$ cat src/rtl/uart_send64_pkg.sv
// Shared definitions for the 64-bit UART loop: serialiser state encoding,
// frame geometry and the clocks-per-bit derivation used by both directions.
package uart_send64_pkg;

  typedef enum logic [1:0] {
    IDLE,
    START,
    DATA,
    STOP
  } tx_state_e;

  localparam int unsigned BYTES_PER_FRAME = 8;
  localparam int unsigned BITS_PER_BYTE   = 8;

  function automatic int unsigned calc_bps_cnt(input int unsigned clk_freq,
                                               input int unsigned uart_bps);
    return clk_freq / uart_bps;
  endfunction

endpackage

$ cat src/rtl/uart_byte_tx.sv
// Single 8N1 byte serialiser. A start accepted in the final stop-bit clock
// chains straight into the next start bit, so bytes go out with no idle gap.
module uart_byte_tx
  import uart_send64_pkg::*;
#(
  parameter int unsigned BPS_CNT = 16
) (
  input  logic       sys_clk,
  input  logic       sys_rst_n,
  input  logic       start,
  input  logic [7:0] data,
  output logic       txd,
  output logic       done
);

  localparam int unsigned      CNT_W    = (BPS_CNT > 1) ? $clog2(BPS_CNT) : 1;
  localparam logic [CNT_W-1:0] CNT_MAX  = CNT_W'(BPS_CNT - 1);
  localparam logic [2:0]       LAST_BIT = 3'(BITS_PER_BYTE - 1);

  tx_state_e        state_q, state_d;
  logic [CNT_W-1:0] baud_cnt_q, baud_cnt_d;
  logic [2:0]       bit_idx_q, bit_idx_d;
  logic [7:0]       shift_q, shift_d;
  logic             txd_q, txd_d;
  logic             bit_end;

  assign bit_end = (baud_cnt_q == CNT_MAX);
  assign done    = (state_q == STOP) && bit_end;
  assign txd     = txd_q;

  always_comb begin
    // NOTE: every _d starts as a copy of its _q so no path through the case
    // leaves a signal unassigned, which would otherwise infer a latch.
    state_d    = state_q;
    baud_cnt_d = baud_cnt_q;
    bit_idx_d  = bit_idx_q;
    shift_d    = shift_q;
    txd_d      = txd_q;

    if (state_q != IDLE) begin
      baud_cnt_d = bit_end ? '0 : baud_cnt_q + CNT_W'(1);
    end

    case (state_q)
      IDLE: begin
        if (start) begin
          state_d    = START;
          txd_d      = 1'b0;
          shift_d    = data;
          bit_idx_d  = '0;
          baud_cnt_d = '0;
        end
      end
      START: begin
        if (bit_end) begin
          state_d = DATA;
          txd_d   = shift_q[0];
          shift_d = {1'b0, shift_q[7:1]};
        end
      end
      DATA: begin
        if (bit_end) begin
          if (bit_idx_q == LAST_BIT) begin
            state_d = STOP;
            txd_d   = 1'b1;
          end else begin
            bit_idx_d = bit_idx_q + 3'd1;
            txd_d     = shift_q[0];
            shift_d   = {1'b0, shift_q[7:1]};
          end
        end
      end
      STOP: begin
        if (bit_end) begin
          bit_idx_d = '0;
          if (start) begin
            state_d = START;
            txd_d   = 1'b0;
            shift_d = data;
          end else begin
            state_d = IDLE;
            txd_d   = 1'b1;
          end
        end
      end
      default: state_d = IDLE;
    endcase
  end

  // NOTE: sequential state uses non-blocking assignments so every flop
  // samples the pre-edge value of the others, independent of statement order.
  always_ff @(posedge sys_clk or negedge sys_rst_n) begin
    if (!sys_rst_n) begin
      state_q    <= IDLE;
      baud_cnt_q <= '0;
      bit_idx_q  <= '0;
      shift_q    <= '0;
      txd_q      <= 1'b1;
    end else begin
      state_q    <= state_d;
      baud_cnt_q <= baud_cnt_d;
      bit_idx_q  <= bit_idx_d;
      shift_q    <= shift_d;
      txd_q      <= txd_d;
    end
  end

endmodule

$ cat src/rtl/uart_send64.sv
// 64-bit UART transmitter: captures a word on each send_en rising edge and
// sends it as eight 8N1 bytes, MSB byte first, holding tx_busy for the frame.
module uart_send64
  import uart_send64_pkg::*;
#(
  parameter int unsigned CLK_FREQ = 50_000_000,
  parameter int unsigned UART_BPS = 115200
) (
  input  logic        sys_clk,
  input  logic        sys_rst_n,
  input  logic        send_en,
  input  logic [63:0] send_data,
  output logic        tx_busy,
  output logic        uart_txd
);

  localparam int unsigned BPS_CNT   = calc_bps_cnt(CLK_FREQ, UART_BPS);
  localparam logic [2:0]  LAST_BYTE = 3'(BYTES_PER_FRAME - 1);

  logic        en_d0_q, en_d1_q;
  logic        tx_busy_q, tx_busy_d;
  logic [63:0] frame_q, frame_d;
  logic [2:0]  byte_idx_q, byte_idx_d;

  logic        start_flag;
  logic        frame_start;
  logic        next_byte;
  logic        byte_start;
  logic        byte_done;
  logic [7:0]  byte_data;

  assign start_flag  = en_d0_q & ~en_d1_q;
  assign frame_start = start_flag & ~tx_busy_q;
  assign next_byte   = tx_busy_q & byte_done & (byte_idx_q != LAST_BYTE);
  assign byte_start  = frame_start | next_byte;

  // The first byte bypasses the frame register so its start bit begins on the
  // same edge that captures the word; later bytes come from the rotated copy.
  assign byte_data = frame_start ? send_data[63:56] : frame_q[55:48];

  always_comb begin
    frame_d    = frame_q;
    byte_idx_d = byte_idx_q;
    tx_busy_d  = tx_busy_q;
    if (frame_start) begin
      frame_d    = send_data;
      byte_idx_d = '0;
      tx_busy_d  = 1'b1;
    end else if (next_byte) begin
      frame_d    = {frame_q[55:0], frame_q[63:56]};
      byte_idx_d = byte_idx_q + 3'd1;
    end else if (tx_busy_q && byte_done) begin
      tx_busy_d  = 1'b0;
    end
  end

  always_ff @(posedge sys_clk or negedge sys_rst_n) begin
    if (!sys_rst_n) begin
      en_d0_q    <= 1'b0;
      en_d1_q    <= 1'b0;
      tx_busy_q  <= 1'b0;
      frame_q    <= '0;
      byte_idx_q <= '0;
    end else begin
      en_d0_q    <= send_en;
      en_d1_q    <= en_d0_q;
      tx_busy_q  <= tx_busy_d;
      frame_q    <= frame_d;
      byte_idx_q <= byte_idx_d;
    end
  end

  uart_byte_tx #(
    .BPS_CNT (BPS_CNT)
  ) u_byte_tx (
    .sys_clk   (sys_clk),
    .sys_rst_n (sys_rst_n),
    .start     (byte_start),
    .data      (byte_data),
    .txd       (uart_txd),
    .done      (byte_done)
  );

  assign tx_busy = tx_busy_q;

endmodule
$ cat config.mk
export PLATFORM = sky130hd
export DESIGN_NAME = uart_send64
export DESIGN_NICKNAME = d
export VERILOG_FILES = /design/src/rtl/uart_send64_pkg.sv /design/src/rtl/uart_byte_tx.sv /design/src/rtl/uart_send64.sv
export SDC_FILE = /design/constraint.sdc
export NUM_CORES = 1
export LEC_CHECK = 0
export ABC_AREA = 1
export CAP_MARGIN = 20
export CELL_PAD_IN_SITES_DETAIL_PLACEMENT = 1
export CELL_PAD_IN_SITES_GLOBAL_PLACEMENT = 1
export CORE_MARGIN = 2
export CORE_UTILIZATION = 25
export DETAILED_ROUTE_END_ITERATION = 7
export GPL_TIMING_DRIVEN = 0
export PLACE_DENSITY_LB_ADDON = 0.2
export SKIP_LAST_GASP = 1
export SYNTH_ARGS = -nofsm -noshare
export SYNTH_HDL_FRONTEND = slang
export SYNTH_SLANG_ARGS = --single-unit
$ cat constraint.sdc
create_clock -name sys_clk -period 1.9 [get_ports sys_clk]
set_clock_uncertainty 0.05 [all_clocks]
set_input_delay 0.285 -clock sys_clk [delete_from_list [all_inputs] [get_ports sys_clk]]
set_output_delay 0.285 -clock sys_clk [all_outputs]
set_load 0.005 [all_outputs]
==> results.json <==
{
  "outcome": "finished clean",
  "drcViolationCount": 0,
  "cts_buffers": 9,
  "cts_root_buf": "clkbuf_16",
  "ff2ff_path_depth": 8,
  "tns_ps": 0,
  "fmaxAchievable_mhz": 554,
  "num_io_pins": 69,
  "fill_cells": 2084,
  "relSlewSlack": 0.741,
  "drtAntennaViolNets": 0,
  "worst_pin_slew_ps": 389,
  "cts_sinks": 93,
  "grt_first_pass_wirelength_mm": 21.7,
  "ys_types": 32,
  "min_period_ps": 1810,
  "cts_buffer_depth": 2,
  "drt-vias-per-instance": 4.54,
  "required_ps": 2080,
  "syn_area_sq_um": 4490,
  "cp_max_fo": 10,
  "period_share": 0.950,
  "syn-num-nets": 581,
  "p_leak_nw": 2.68,
  "cp-end-kind": "flop",
  "hp-class": "in2reg",
  "overflow": 0,
  "die-height_um": 138,
  "fin_nets": 663,
  "drt_iter0_drc": 134,
  "fin_util": 0.330,
  "place_congestion": 0.766,
  "multi_input_area_sq_um": 1780,
  "synthArstFlopShare": 1.00,
  "yosysTopAreaCell": "dfrtp_1",
  "grt_setup_unrepaired": "true",
  "critical_path_class": "reg2reg",
  "path_clk_slew_ps": 70,
  "antenna_found_initial": 0,
  "die_area_sq_um": 19100,
  "grtUsageTotal": 0.146,
  "synth_cells": 504,
  "insertion_delay_ps": 350,
  "io_buffers": 68,
  "regArea_sq_um": 2330,
  "syn_area_per_cell_sq_um": 8.91,
  "cap_violations": 0,
  "yosysMostFrequentCell": "nand2_1",
  "ys_seq_area_frac": 0.519,
  "wl_mm": 13.4,
  "holdWs_ps": 327,
  "area_delta_synth_final_pct": 30.7,
  "rows": 49,
  "core_area_sq_um": 17800,
  "finalSetupViolations": 0,
  "wire_per_inst_um": 16.3,
  "initial_core_util": 0.253,
  "holdPathStages": 1,
  "dp_cells": 802,
  "ys_warn_count": 0,
  "cts_tree": "yes",
  "die_w_um": 138,
  "antennaDiodeCount": 0,
  "first_pass_iters": 4,
  "synth_top_cell_area_share": 0.513,
  "power_density_nw_per_um2": 1240,
  "htree_levels": 3,
  "grt_max_degree": 70,
  "drive_above_1_share": 0.134,
  "place_hpwl_mm": 9.99,
  "hold_viol": 0,
  "synth.area.top_cells": "dfrtp_1 51%, nand2_1 12%, o221ai_1 8.2%",
  "cp-start-kind": "flop",
  "synth_common_cells": "148 x nand2_1, 92 x dfrtp_1, 70 x inv_1",
  "p_total_mw": 7.31,
  "fin_cells": 820,
  "ys_seq_elements": 93,
  "grt_pass1_vias": 4103,
  "report.final.slew_viol_count": 0,
  "ir_worst_vdd_mv": 0.548,
  "synth_edf_count": 0,
  "worstPathArrival_ps": 1990,
  "vias": 3725,
  "synthFlopType": "dfrtp_1"
}
worst max-delay path, stage by stage (launching register included):
cell     delay (ps)
dfrtp_1         400
ha_1            210
ha_1            170
inv_1           100
nand4_4         140
buf_12          190
buf_2           200
o21ai_0         170
nand2_1          60
sequential cells by signal (all words and copies together), names as in the netlist:
name and flops:
frame_q 64, u_byte_tx.state_q 2, u_byte_tx.shift_q 8, byte_idx_q 3, en_d1_q 1, u_byte_tx.bit_idx_q 3
tx_busy 1, u_byte_tx.txd 1, u_byte_tx.baud_cnt_q 9, en_d0_q 1
area by class of cell:
class	instances	area share
Buffer	27	0.0326
Clock inverter	7	0.00895
Timing Repair Buffer	71	0.123
Clock buffer	9	0.0384
Tap cell	229	0.0488
Inverter	74	0.0478
Sequential cell	93	0.397
Multi-Input combinational cell	310	0.303
placed cells by master, fill, tap and decap left out, drive strengths merged, types with 2 or more instances in the layout:
master	netlist	final
nand2	154	154
dfrtp	92	92
inv	74	74
clkdlybuf4s50	0	67
o221ai	42	42
o21ai	30	30
nand3	24	24
buf	22	23
clkbuf	5	16
nor2	14	14
ha	10	10
a21oi	6	6
o22ai	6	6
o211ai	5	5
o21bai	5	5
clkinvlp	0	4
xnor2	3	3
mux2i	3	3
clkinv	0	3
nor3	2	2
xor2	2	2
per-stage QoR:
step	worst slack (ps)	cell area, sq um
finish	94.3	5870
CTS	-2.78	5780
global route	-55.1	5870
floorplan	272	4490
global placement	-3300	5460
detailed placement	-84.3	5480
worst paths after layout:
kind / start / end / slack [ps]
min reg2reg: en_d0_q$_DFF_PN0_ / en_d1_q$_DFF_PN0_ / 350
max: byte_idx_q[0]$_DFFE_PN0P_ / frame_q[55]$_DFFE_PN0P_ / 90
min in group asynchronous: sys_rst_n / frame_q[14]$_DFFE_PN0P_ / 350
max reg2reg: byte_idx_q[0]$_DFFE_PN0P_ / frame_q[55]$_DFFE_PN0P_ / 90
max in group asynchronous: sys_rst_n / frame_q[16]$_DFFE_PN0P_ / 770
min: send_en / en_d0_q$_DFF_PN0_ / 330
per-layer routing:
layer | share of wire | global-route usage | vias up | wire length [um]
li1 | - | - | 1823 | -
met5 | 0 | 0 | - | 0
met3 | 0.032 | 0.0298 | 13 | 431
met2 | 0.48 | 0.240 | 60 | 6480
met1 | 0.47 | 0.195 | 1829 | 6260
met4 | 0.015 | 0.0408 | 0 | 199
logic make-up after synthesis:
| family | after synthesis | share of synthesized area |
|---|---|---|
| compound gates | 96 | 0.156 |
| xor+xnor | 5 | 0.00975 |
| fa+ha+maj | 10 | 0.0279 |
| buf+inv | 101 | 0.0972 |
| flops | 93 | 0.519 |
| mux | 3 | 0.00669 |
| simple gates | 196 | 0.184 |
what timing repair did:
action | in CTS | in global routing
hold endpoints to repair | 23 | 0
gates resized for setup | 5 | 31
hold buffers | 1 | 0
endpoints found under the setup margin | 37 | 85
setup buffers | 0 | 1
pin swaps | 1 | 3
power breakdown:
part / internal, mW / switching (mW) / leakage (nW)
combinational: 1.08 / 1.57 / 1.40
clock: 0.890 / 0.835 / 0.124
sequential: 2.64 / 0.295 / 1.16
Note: power is estimated with default switching activity, not from simulation.
